## src/rtl/ms_sec_countdown_if.sv

```systemverilog
// Interface bundle for ms_sec_countdown: the control and tick inputs, and the time/status outputs.
// The master modport is the controlling side. The slave modport is the countdown block.
interface ms_sec_countdown_if;
   logic       ms_tick;
   logic       load;
   logic [3:0] load_tens;
   logic [3:0] load_ones;
   logic       start;
   logic       pause;
   logic       lfsr_enable;
   logic [3:0] sec_tens;
   logic [3:0] sec_ones;
   logic       running;
   logic       time_up;
   logic       warn;

   modport master (
      output ms_tick, load, load_tens, load_ones, start, pause,
      input  lfsr_enable, sec_tens, sec_ones, running, time_up, warn
   );

   modport slave (
      input  ms_tick, load, load_tens, load_ones, start, pause,
      output lfsr_enable, sec_tens, sec_ones, running, time_up, warn
   );
endinterface

```

## src/rtl/ms_sec_countdown.sv

```systemverilog
// Two-digit BCD seconds countdown that is paced by 1 ms ticks and gates the upstream ms timer.
// Optional macro TIMER_WARN_EN enables the registered low-time warn output.
module ms_sec_countdown #(
   parameter int unsigned MS_PER_SEC = 1000,
   parameter int unsigned MS_W       = 10,
   parameter int unsigned WARN_SECS  = 5
) (
   input logic                  clk,
   input logic                  rst,
   ms_sec_countdown_if.slave    bus
);

   typedef enum logic [1:0] {StIdle, StRun, StPaused, StDone} state_e;

   localparam logic [MS_W-1:0] MsLast = MS_W'(MS_PER_SEC - 1);

   state_e          state_q, state_d;
   logic [MS_W-1:0] ms_cnt_q, ms_cnt_d;
   logic [3:0]      tens_q, tens_d;
   logic [3:0]      ones_q, ones_d;
   logic            run_q, run_d;
   logic            time_up_q, time_up_d;
   logic            digits_zero;
   logic            last_sec;

   function automatic logic [3:0] clamp_bcd(input logic [3:0] d);
      return (d > 4'd9) ? 4'd9 : d;
   endfunction

   assign digits_zero = (tens_q == 4'd0) && (ones_q == 4'd0);
   // Treat 00 as the last second too, so the digits can never wrap below 00.
   assign last_sec    = (tens_q == 4'd0) && (ones_q <= 4'd1);

   always_comb begin
      state_d   = state_q;
      ms_cnt_d  = ms_cnt_q;
      tens_d    = tens_q;
      ones_d    = ones_q;
      time_up_d = 1'b0;

      if (bus.load) begin
         state_d  = StIdle;
         ms_cnt_d = '0;
         tens_d   = clamp_bcd(bus.load_tens);
         ones_d   = clamp_bcd(bus.load_ones);
      end else begin
         unique case (state_q)
            StIdle, StPaused: begin
               if (bus.start) begin
                  if (digits_zero) begin
                     state_d   = StDone;
                     time_up_d = 1'b1;
                  end else begin
                     state_d = StRun;
                  end
               end
            end
            StRun: begin
               if (!bus.start && bus.pause) begin
                  state_d = StPaused;
               end
               // The tick is still counted on the edge where pause is sampled.
               if (bus.ms_tick) begin
                  if (ms_cnt_q == MsLast) begin
                     ms_cnt_d = '0;
                     if (last_sec) begin
                        tens_d    = 4'd0;
                        ones_d    = 4'd0;
                        state_d   = StDone;
                        time_up_d = 1'b1;
                     end else if (ones_q == 4'd0) begin
                        ones_d = 4'd9;
                        tens_d = tens_q - 4'd1;
                     end else begin
                        ones_d = ones_q - 4'd1;
                     end
                  end else begin
                     ms_cnt_d = ms_cnt_q + MS_W'(1);
                  end
               end
            end
            StDone: begin
            end
            default: state_d = StIdle;
         endcase
      end

      run_d = (state_d == StRun);
   end

   always_ff @(posedge clk) begin
      if (!rst) begin
         state_q   <= StIdle;
         ms_cnt_q  <= '0;
         tens_q    <= 4'd0;
         ones_q    <= 4'd0;
         run_q     <= 1'b0;
         time_up_q <= 1'b0;
      end else begin
         state_q   <= state_d;
         ms_cnt_q  <= ms_cnt_d;
         tens_q    <= tens_d;
         ones_q    <= ones_d;
         run_q     <= run_d;
         time_up_q <= time_up_d;
      end
   end

`ifdef TIMER_WARN_EN
   logic       warn_q, warn_d;
   logic [6:0] secs_d;

   always_comb begin
      secs_d = (7'(tens_d) * 7'd10) + 7'(ones_d);
      warn_d = ((state_d == StRun) || (state_d == StPaused)) &&
               (secs_d <= 7'(WARN_SECS)) && (secs_d != 7'd0);
   end

   always_ff @(posedge clk) begin
      if (!rst) begin
         warn_q <= 1'b0;
      end else begin
         warn_q <= warn_d;
      end
   end

   assign bus.warn = warn_q;
`else
   assign bus.warn = 1'b0;
`endif

   assign bus.lfsr_enable = run_q;
   assign bus.running     = run_q;
   assign bus.sec_tens    = tens_q;
   assign bus.sec_ones    = ones_q;
   assign bus.time_up     = time_up_q;

endmodule
```

## src/flat_wrapper.sv

```systemverilog
// flat-port wrapper written by rule: the top's interface ports become plain ports
module ms_sec_countdown_flat 
#(
   parameter int unsigned MS_PER_SEC = 1000,
   parameter int unsigned MS_W       = 10,
   parameter int unsigned WARN_SECS  = 5
)
  (clk, rst, bus_ms_tick, bus_load, bus_load_tens, bus_load_ones, bus_start, bus_pause, bus_lfsr_enable, bus_sec_tens, bus_sec_ones, bus_running, bus_time_up, bus_warn);
  ms_sec_countdown_if bus_i ();
  input logic clk;
  input logic rst;
  input wire logic [$bits(bus_i.ms_tick)-1:0] bus_ms_tick;
  input wire logic [$bits(bus_i.load)-1:0] bus_load;
  input wire logic [$bits(bus_i.load_tens)-1:0] bus_load_tens;
  input wire logic [$bits(bus_i.load_ones)-1:0] bus_load_ones;
  input wire logic [$bits(bus_i.start)-1:0] bus_start;
  input wire logic [$bits(bus_i.pause)-1:0] bus_pause;
  output wire logic [$bits(bus_i.lfsr_enable)-1:0] bus_lfsr_enable;
  output wire logic [$bits(bus_i.sec_tens)-1:0] bus_sec_tens;
  output wire logic [$bits(bus_i.sec_ones)-1:0] bus_sec_ones;
  output wire logic [$bits(bus_i.running)-1:0] bus_running;
  output wire logic [$bits(bus_i.time_up)-1:0] bus_time_up;
  output wire logic [$bits(bus_i.warn)-1:0] bus_warn;
  assign bus_i.ms_tick = bus_ms_tick;
  assign bus_i.load = bus_load;
  assign bus_i.load_tens = bus_load_tens;
  assign bus_i.load_ones = bus_load_ones;
  assign bus_i.start = bus_start;
  assign bus_i.pause = bus_pause;
  assign bus_lfsr_enable = bus_i.lfsr_enable;
  assign bus_sec_tens = bus_i.sec_tens;
  assign bus_sec_ones = bus_i.sec_ones;
  assign bus_running = bus_i.running;
  assign bus_time_up = bus_i.time_up;
  assign bus_warn = bus_i.warn;
  ms_sec_countdown #(.MS_PER_SEC(MS_PER_SEC), .MS_W(MS_W), .WARN_SECS(WARN_SECS)) u_core (.clk(clk), .rst(rst), .bus(bus_i));
endmodule
```

## config.mk

```make
export PLATFORM = sky130hd
export DESIGN_NAME = ms_sec_countdown_flat
export DESIGN_NICKNAME = d
export VERILOG_FILES = /design/src/rtl/ms_sec_countdown_if.sv /design/src/rtl/ms_sec_countdown.sv /design/src/flat_wrapper.sv
export SDC_FILE = /design/constraint.sdc
export NUM_CORES = 1
export LEC_CHECK = 0
export CAP_MARGIN = 10
export CORE_MARGIN = 2
export CORE_UTILIZATION = 30
export CTS_BUF_LIST = sky130_fd_sc_hd__clkbuf_4
export CTS_CLUSTER_DIAMETER = 150
export CTS_CLUSTER_SIZE = 25
export DETAILED_ROUTE_END_ITERATION = 10
export PLACE_DENSITY_LB_ADDON = 0.3
export SLEW_MARGIN = 20
export SYNTH_ARGS = -nofsm -noshare
export SYNTH_HDL_FRONTEND = slang
export SYNTH_SLANG_ARGS = --single-unit
```

## constraint.sdc

```tcl
create_clock -name clk -period 2.1 [get_ports clk]
set_input_delay 0.42 -clock clk [delete_from_list [all_inputs] [get_ports clk]]
set_output_delay 0.42 -clock clk [all_outputs]
set_load 0.03 [all_outputs]
```

Word level (Yosys, flattened, before mapping) --
Cells that the tools add are included.
Word-level totals: register bits 22, bits of input ports 14
Operators by class: reductions and logical operators 16, order comparisons 3, mux-type cells 29, equal/unequal tests 4, bitwise logic cells 1, $add $sub $neg 3
Operators by type and width (count):
- 4-bit two-way mux | 14
- 2-bit two-way mux | 7
- 10-bit by 1-bit adder with 10-bit output (second input constant) | 1
- 10-bit == test (second input constant) | 1
- 10-bit two-way mux | 1
- 4-bit > comparator (second input constant) | 2
- 4-bit logical NOT | 2
- 4-bit by 1-bit subtractor with 4-bit output (second input constant) | 2
- 2-bit nonzero test | 3
- 1-bit two-way mux | 5
- 2-bit by 1-bit == test with 1-bit output (second input constant) | 2
- 4-bit by 1-bit <= comparator with 1-bit output (second input constant) | 1
- 2-bit case mux with 2 select lines | 1
- 4-bit AND reduction | 1
- 2-bit OR reduction | 2
- 1-bit logical AND | 3
- 3-bit AND reduction | 1
- 3-bit nonzero test | 1
- 2-bit == test (second input constant) | 1
- 2-bit logical NOT | 1
- 1-bit case mux with 2 select lines | 1
- 2-bit AND reduction | 1
- 1-bit logical NOT | 1
- 1-bit inverter | 1

Logic depth before layout (Yosys ltp) --
Gate-level depths: netlist (run 1).
depth after elaboration 9, depth in mapped cells 7, depth with buffers taken out 7

Worst setup path before layout (run 1) --
No wires, ideal clock.
path type reg-to-reg, start register u_core.tens_q[0] (netlist: u_core.bus.sec_tens[0]), end register u_core.tens_q[3] (netlist: u_core.bus.sec_tens[3]), library setup time 0.122 ns, cell stages (with the launch flop) 8, setup slack 0.225 ns, arrival 1.753 ns, period minus slack after synthesis 1.875 ns, required time 1.978 ns, cell sequence dfxtp_1 inv_1 ha_1 nor4b_1 nand2_1 a21oi_4 nor4bb_1 a311o_1
On the way: word-level cells in the longest chain between the ends 7
Ends and longest elaborated chain:
- start, declared | RTL line ms_sec_countdown.sv:19 | logic [3:0] tens_q, tens_d;
- start signal, assigned | RTL line ms_sec_countdown.sv:102 | tens_q <= tens_d;
- 4-bit by 1-bit subtractor with 4-bit output or 4-bit logical NOT (tied branches) | RTL line ms_sec_countdown.sv:73, ms_sec_countdown.sv:32
- 4-bit two-way mux or 1-bit logical AND (tied branches) | RTL line ms_sec_countdown.sv:71, ms_sec_countdown.sv:32
- 4-bit two-way mux | RTL line ms_sec_countdown.sv:66 | if (last_sec) begin
- 4-bit two-way mux | RTL line ms_sec_countdown.sv:64 | if (ms_cnt_q == MsLast) begin
- 4-bit two-way mux | RTL line ms_sec_countdown.sv:63 | if (bus.ms_tick) begin
- 4-bit two-way mux | RTL line ms_sec_countdown.sv:47 | unique case (state_q)
- 4-bit two-way mux | RTL line ms_sec_countdown.sv:41 | if (bus.load) begin
Parallel ways exist; a longest one is shown, timed or not. The select of a mux whose other input is x is not followed. A chain may end at the register's enable or synchronous reset.

Worst setup path after layout (run 1) --
start register u_core.ones_q[1] (netlist: u_core.bus.sec_ones[1]), end output port bus_sec_ones[1]
RTL lines:
- start, declared | RTL line ms_sec_countdown.sv:20 | logic [3:0] ones_q, ones_d;
- start signal, assigned | RTL line ms_sec_countdown.sv:103 | ones_q <= ones_d;
- end, declared | RTL line flat_wrapper.sv:20 | output wire logic [$bits(bus_i.sec_ones)-1:0] bus_sec_ones;
No word-level cell between the ends.

==> metrics, run 1 <==
gr usage total 14.25%; fillers 394; most numerous cell in the Yosys netlist dfxtp_1; yosys warns 0; Pleak 0.5560 nW; CTS tree done; clk sinks 22; cells after synthesis 138; number of synthesized flops with an enable pin 0; row count 22; crit-path leading delay family buffers and inverters; synthesized area 1161 um2; Min-Delay Path Class flip-flop to flip-flop; initial core utilization 31.48%; Ports 26; Area growth syn-to-layout 34.38%; Via density 5.046; Fin Clk Skew 0.009350 ns; Routed WL per cell 12.96 um; RSZ-0062 raised after global routing no; Max Clk Rate 516.4 MHz; nature of the critical path startpoint flip-flop; Cell Pwr Density 614.5 nW/um2; Final Setup Violations 0; Worst VDD drop 0.4157 mV; share of layout cells above drive strength 1 9.357%; crit-path max cell delay 0.72 ns; Final Cycle Share 92.22%; Post-synth top cells 22 x dfxtp_1, 17 x nor2_1, 11 x nand2_1, 7 x o21ai_0, 6 x xor2_1; vias in the first global route 1,082; CP max-delay cell clkdlybuf4s50_1; CP Max Fanout 6; via count 1,105; residual DRC count 0; deepest clock path buffer count 2; power share of the clock group 35.1%; CP required 1.68 ns; initial antenna violation count 0; syn_nets 154; switching part of the total 26.03%; post-synth top area cell dfxtp_1; antenna cell count 0; worst slack, placed -0.2138 ns; GR Overflow Total 0; status finished clean; Synth Register Bits 22; Net Sw Power 0.2496 mW; Distinct cells, synth 43; WP buf/inv 1; crit-path cells clkdlybuf4s50_1; Cells after DPL 215; Async SR Flop Fraction 0%; setup ws final 0.1634 ns; Synth Flop Type dfxtp_1; clock latency on the worst-skew pair 0.32 ns; H-tree Lvls 1; Die Y 66.21 um; Die ar. 4384 um2; hpwl dp 2.163 mm; nets 188; Post-DRT Antenna Nets 0; first-pass iteration count of the detailed router 6; Min Clock Period, post-route 1.937 ns; P_int 0.7092 mW; Root Buffer clkbuf_4; Max-Cap Viols 0; Routed WL 2.838 mm; gpl congestion 0.8517; worst setup path category flip-flop to primary output; first-pass GRT wire length 4.871 mm; Logic pwr share 18.3%; CP endpoint kind primary output; DRT iter0 DRCs 61; post-CTS setup buffers 0; clock-pin slew on the worst setup and hold paths 0.14 ns; largest net degree at the start of global routing 14; Die X 66.21 um; core area 3689 um2; Seq/Total Area, Yosys 37.93%; synth top area cells dfxtp_1 38%, nor2_1 5.5%, xor2_1 4.5%; Port Buffer Count 24; sequential share of power 46.6%; final non-filler cell total 219; CTS buffer count 3; Slew Limit Fails 0; share of the synthesized area in the top cell type 37.93%; crit path DAT 1.52 ns; final hold violation count 0; syn_area_per_cell 8.414 um2
==> cells in the final DEF, fill, tap and decap left out, types with 2 or more instances in the layout <==
master	n
clkdlybuf4s50_1	24
dfxtp_1	22
nor2_1	17
nand2_1	11
buf_4	10
o21ai_0	7
xor2_1	6
xnor2_1	5
nand3_1	5
a21oi_1	5
inv_1	4
nand2b_1	4
or3_1	4
nor3_1	4
nand4_1	3
o21ai_1	3
nand3b_1	3
clkbuf_4	3
nor2b_1	2
o311a_1	2
and3_1	2
ha_1	2
==> logic make-up (layout without fill, tap and decap cells) <==
logic type / count (synthesis) / after routing / share of synthesized area [%]
and+or+nand+nor: 65 / 65 / 30.07
AOI/OAI and AO/OA: 27 / 27 / 16.16
DFF: 22 / 22 / 37.93
xor gates and xnor gates: 11 / 11 / 8.297
buffers and inverters: 9 / 42 / 4.202
adders and majority gates: 2 / 2 / 2.155
other: 1 / 1 / 0.3230
muxes: 1 / 1 / 0.8621
==> what timing repair did <==
action	CTS	global route
setup endpoints to repair	0	2
hold buffers	0	0
resized for setup	0	1
==> power groups by stage <==
stage | registers, mW | clock network [mW] | logic [mW]
after global routing | 0.449 | 0.358 | 0.192
after CTS | 0.446 | 0.343 | 0.176
after detailed placement | 0.455 | 0 | 0.175
after floorplan | 0.472 | 0 | 0.0793
final | 0.447 | 0.336 | 0.176
after global placement | 0.455 | 0 | 0.173
==> layer usage <==
metal	vias to the layer above	wire (um)	share of wire, %	global-route usage (%)
li1	558	-	-	-
met5	-	0	0	0
met2	27	1361	48	23.25
met3	2	143	5.0	4.600
met4	0	12	0.42	2.296
met1	518	1320	47	18.54
==> path summary, 6_finish.rpt <==
check | start | to | slack (ns) | cells past startpoint
worst min register to register | u_core.ms_cnt_q[1]$_SDFFE_PP0P_ | u_core.ms_cnt_q[1]$_SDFFE_PP0P_ | 0.50 | 2
worst max register to register | u_core.ms_cnt_q[0]$_SDFFE_PP0P_ | u_core.bus.sec_tens[3]$_SDFFE_PN0P_ | 0.18 | 6
worst max-delay path | u_core.bus.sec_ones[1]$_SDFFE_PN0P_ | bus_sec_ones[1] | 0.16 | 1
worst min-delay path | u_core.ms_cnt_q[1]$_SDFFE_PP0P_ | u_core.ms_cnt_q[1]$_SDFFE_PP0P_ | 0.50 | 2
==> flip-flops by register name, indices dropped and copies added, names as in the netlist <==
| name | flops |
|---|---|
| u_core.bus.lfsr_enable | 1 |
| u_core.bus.sec_tens | 4 |
| u_core.bus.time_up | 1 |
| u_core.bus.sec_ones | 4 |
| u_core.ms_cnt_q | 10 |
| u_core.state_q | 2 |
==> cell type report <==
type / instances / area, um2 / share of cell area (%)
clock buffer: 3 / 22.52 / 1.443
clock inverter: 1 / 30.03 / 1.925
inverter: 4 / 15.01 / 0.9623
multi-input combinational: 107 / 676.9 / 43.38
sequential: 22 / 440.4 / 28.23
tap: 48 / 60.06 / 3.849
timing repair buffer: 34 / 315.3 / 20.21
==> metrics by stage <==
stage                     instance area, um2  utilization (%)  total power [mW]  hold WS [ns]  setup TNS, ns
after floorplan                         1161                -            0.5511        0.4619              0
after global placement                  1503            40.74            0.6280        0.4871        -0.5647
after detailed placement                1503            40.74            0.6304        0.4873        -0.7764
after CTS                               1555            42.16            0.9650        0.5067              0
after global routing                    1560            42.30            0.9992        0.5357              0
final                                   1560            42.30            0.9588        0.5034              0
(Power assumes the default switching activity.)
==> run 2: changes to the inputs <==
--- a/config.mk
+++ b/config.mk
@@ -13,6 +13,7 @@
 export CTS_CLUSTER_SIZE = 25
 export DETAILED_ROUTE_END_ITERATION = 10
 export PLACE_DENSITY_LB_ADDON = 0.3
+export SETUP_SLACK_MARGIN = 0.3
 export SLEW_MARGIN = 20
 export SYNTH_ARGS = -nofsm -noshare
 export SYNTH_HDL_FRONTEND = slang
==> metrics, run 2 (synthesis gave the netlist of run 1 again) <==
status finished clean (unchanged); Routed WL per cell 12.97 um (was 12.96 um); Slew Limit Fails 0 (unchanged); H-tree Lvls 1 (unchanged); Area growth syn-to-layout 41.16% (was 34.38%); antenna cell count 0 (unchanged); Hold Path Stages 2 (unchanged); Min-Delay Path Class flip-flop to flip-flop (unchanged); Die X 66.21 um (unchanged); Finished Core Util 44.44% (was 42.30%); Post-DRT Antenna Nets 0 (unchanged); share of layout cells above drive strength 1 16.48% (was 9.357%); Via density 5.036 (was 5.046); Port Buffer Count 24 (unchanged); RSZ-0062 raised after global routing yes (was no); gpl congestion 0.8282 (was 0.8517); vias in the first global route 1,111 (was 1,082); Hold WS 0.5325 ns (was 0.5034 ns); Reg2Reg Capture Point u_core.bus.sec_tens[3]$_SDFFE_PN0P_ (unchanged); Fin Clk Skew 0.005483 ns (was 0.009350 ns); CP endpoint kind flip-flop (was primary output); WP buf/inv 1 (unchanged); initial antenna violation count 0 (unchanged); via count 1,128 (was 1,105); crit path DAT 2.04 ns (was 1.52 ns); CTS buffer count 3 (unchanged); crit-path max cell delay 0.46 ns (was 0.72 ns); Final Setup Violations 0 (unchanged); worst hold start u_core.ms_cnt_q[7]$_SDFFE_PP0P_ (was u_core.ms_cnt_q[1]$_SDFFE_PP0P_); max reg flops 10 (unchanged); Reg2Reg Setup Slack 0.32 ns (was 0.18 ns); Final Cycle Share 84.53% (was 92.22%); worst setup path category flip-flop to flip-flop (was flip-flop to primary output); crit-path cells ha_4 > nand4b_1 > or3_4 > a21oi_4 > buf_6 > and4_1 > a311o_1 (was clkdlybuf4s50_1); largest net degree at the start of global routing 16 (was 14); final hold violation count 0 (unchanged); register with the most flip-flops u_core.ms_cnt_q (unchanged); deepest clock path buffer count 2 (unchanged); CTS tree done (unchanged); nature of the critical path startpoint flip-flop (unchanged); DRT iter0 DRCs 46 (was 61); crit-path leading delay family simple AND/OR/NAND/NOR gates (was buffers and inverters); row count 22 (unchanged); Ports 26 (unchanged); initial core utilization 31.48% (unchanged); Root Buffer clkbuf_4 (unchanged); most common cell after layout, fill and taps aside dfxtp_1 (was clkdlybuf4s50_1); Max-Cap Viols 0 (unchanged); clk sinks 22 (unchanged); Die ar. 4384 um2 (unchanged); Pleak 0.6647 nW (was 0.5560 nW); hpwl dp 2.222 mm (was 2.163 mm); clock latency on the worst-skew pair 0.32 ns (about the same); Die Y 66.21 um (unchanged); CP max-delay cell or3_4 (was clkdlybuf4s50_1); CP Max Fanout 6 (unchanged); gr usage total 14.33% (was 14.25%); clock-pin slew on the worst setup and hold paths 0.14 ns (about the same); Worst VDD drop 0.3005 mV (was 0.4157 mV); worst-case reg-to-reg path depth 7 (was 6); residual DRC count 0 (unchanged); first-pass GRT wire length 4.836 mm (was 4.871 mm); core area 3689 um2 (unchanged); nets 193 (was 188); first-pass iteration count of the detailed router 4 (was 6); commonest cells after routing, fill and taps aside 18 x dfxtp_1, 17 x nor2_1, 14 x buf_4 (was 24 x clkdlybuf4s50_1, 22 x dfxtp_1, 17 x nor2_1); Max Clk Rate 563.3 MHz (was 516.4 MHz); GR Overflow Total 0 (unchanged); Routed WL 2.905 mm (was 2.838 mm); Worst Hold End u_core.ms_cnt_q[7]$_SDFFE_PP0P_ (was u_core.ms_cnt_q[1]$_SDFFE_PP0P_); Cell Pwr Density 584.6 nW/um2 (was 614.5 nW/um2); Min Clock Period, post-route 1.775 ns (was 1.937 ns); R2R Path Start u_core.ms_cnt_q[0]$_SDFFE_PP0P_ (unchanged); Hold Buf Count CTS 0 (unchanged); CP required 2.37 ns (was 1.68 ns)
==> run 2: changes by cell type in the layout (fill, tap and decap cells not counted), sizes merged <==
| cell | delta |
|---|---|
| dlygate4sd2 | +8 |
| clkdlybuf4s50 | -11 |
| buf | +5 |
| dlymetal6s2s | +3 |
==> run 2: power breakdown <==
group          switching (mW)  internal, mW  leakage [nW]
clock                   0.144         0.193        0.0279
sequential             0.0176         0.430         0.181
combinational          0.0904        0.0830         0.456
==> run 2: worst max path at each step <==
stage / slack (ns) / to / start / cells past startpoint
2_1_floorplan: 0.32 / u_core.bus.sec_tens[2]$_SDFFE_PN0P_ / u_core.bus.sec_tens[0]$_SDFFE_PN0P_ / 7
4_1_cts: 0.30 / u_core.bus.sec_tens[3]$_SDFFE_PN0P_ / u_core.bus.sec_tens[0]$_SDFFE_PN0P_ / 7
3_3_place_gp: -0.04 / u_core.bus.sec_tens[3]$_SDFFE_PN0P_ / bus_ms_tick / 6
6_report: 0.32 / u_core.bus.sec_tens[3]$_SDFFE_PN0P_ / u_core.ms_cnt_q[0]$_SDFFE_PP0P_ / 7
5_1_grt: 0.22 / u_core.bus.sec_tens[3]$_SDFFE_PN0P_ / u_core.ms_cnt_q[0]$_SDFFE_PP0P_ / 7
3_5_place_dp: -0.08 / u_core.bus.sec_tens[3]$_SDFFE_PN0P_ / bus_ms_tick / 6
==> run 2: cell type report <==
type / count / area [um2]
fillers: 390 / 2049
flip-flops and latches: 22 / 445.4
well taps: 48 / 60.06
inverters: 4 / 15.01
repair buffers: 39 / 354.1
clock inverters: 1 / 30.03
multi-input cells: 107 / 711.9
clock buffers: 3 / 22.52
==> run 2: repair_timing <==
action | 4_1_cts | 5_1_grt
gates cloned | 0 | 0
pin swaps | 1 | 5
setup buffers | 1 | 3
setup endpoints to repair | 21 | 18
endpoints found under the hold margin | 0 | 0
resized for setup | 11 | 9
==> run 2: metrics by stage <==
| step | instances | power (mW) | setup slack [ns] | instance area [um2] | TNS (ns) |
|---|---|---|---|---|---|
| after floorplan | 138 | 0.5528 | 0.3210 | 1171 | 0 |
| after global placement | 216 | 0.6276 | -0.03652 | 1520 | -0.07703 |
| after detailed placement | 216 | 0.6300 | -0.08384 | 1520 | -0.2088 |
| after CTS | 221 | 0.9604 | 0.2985 | 1578 | 0 |
| after global routing | 224 | 1.008 | 0.2169 | 1639 | 0 |
| final | 224 | 0.9582 | 0.3248 | 1639 | 0 |
==> run 2: tightest hold or removal path: stages, from the launching register on <==
cell	delay, ns
dfxtp_1	0.36
o21ai_0	0.08
a21oi_1	0.06
==> run 2: layer usage <==
layer	part of all wire [%]	track usage, %	wire, um	up-vias
li1	-	-	-	567
met1	44	16.32	1285	526
met2	50	24.88	1440	31
met3	5.2	4.429	150	4
met4	1.0	5.357	29	0
met5	0	0	0	-
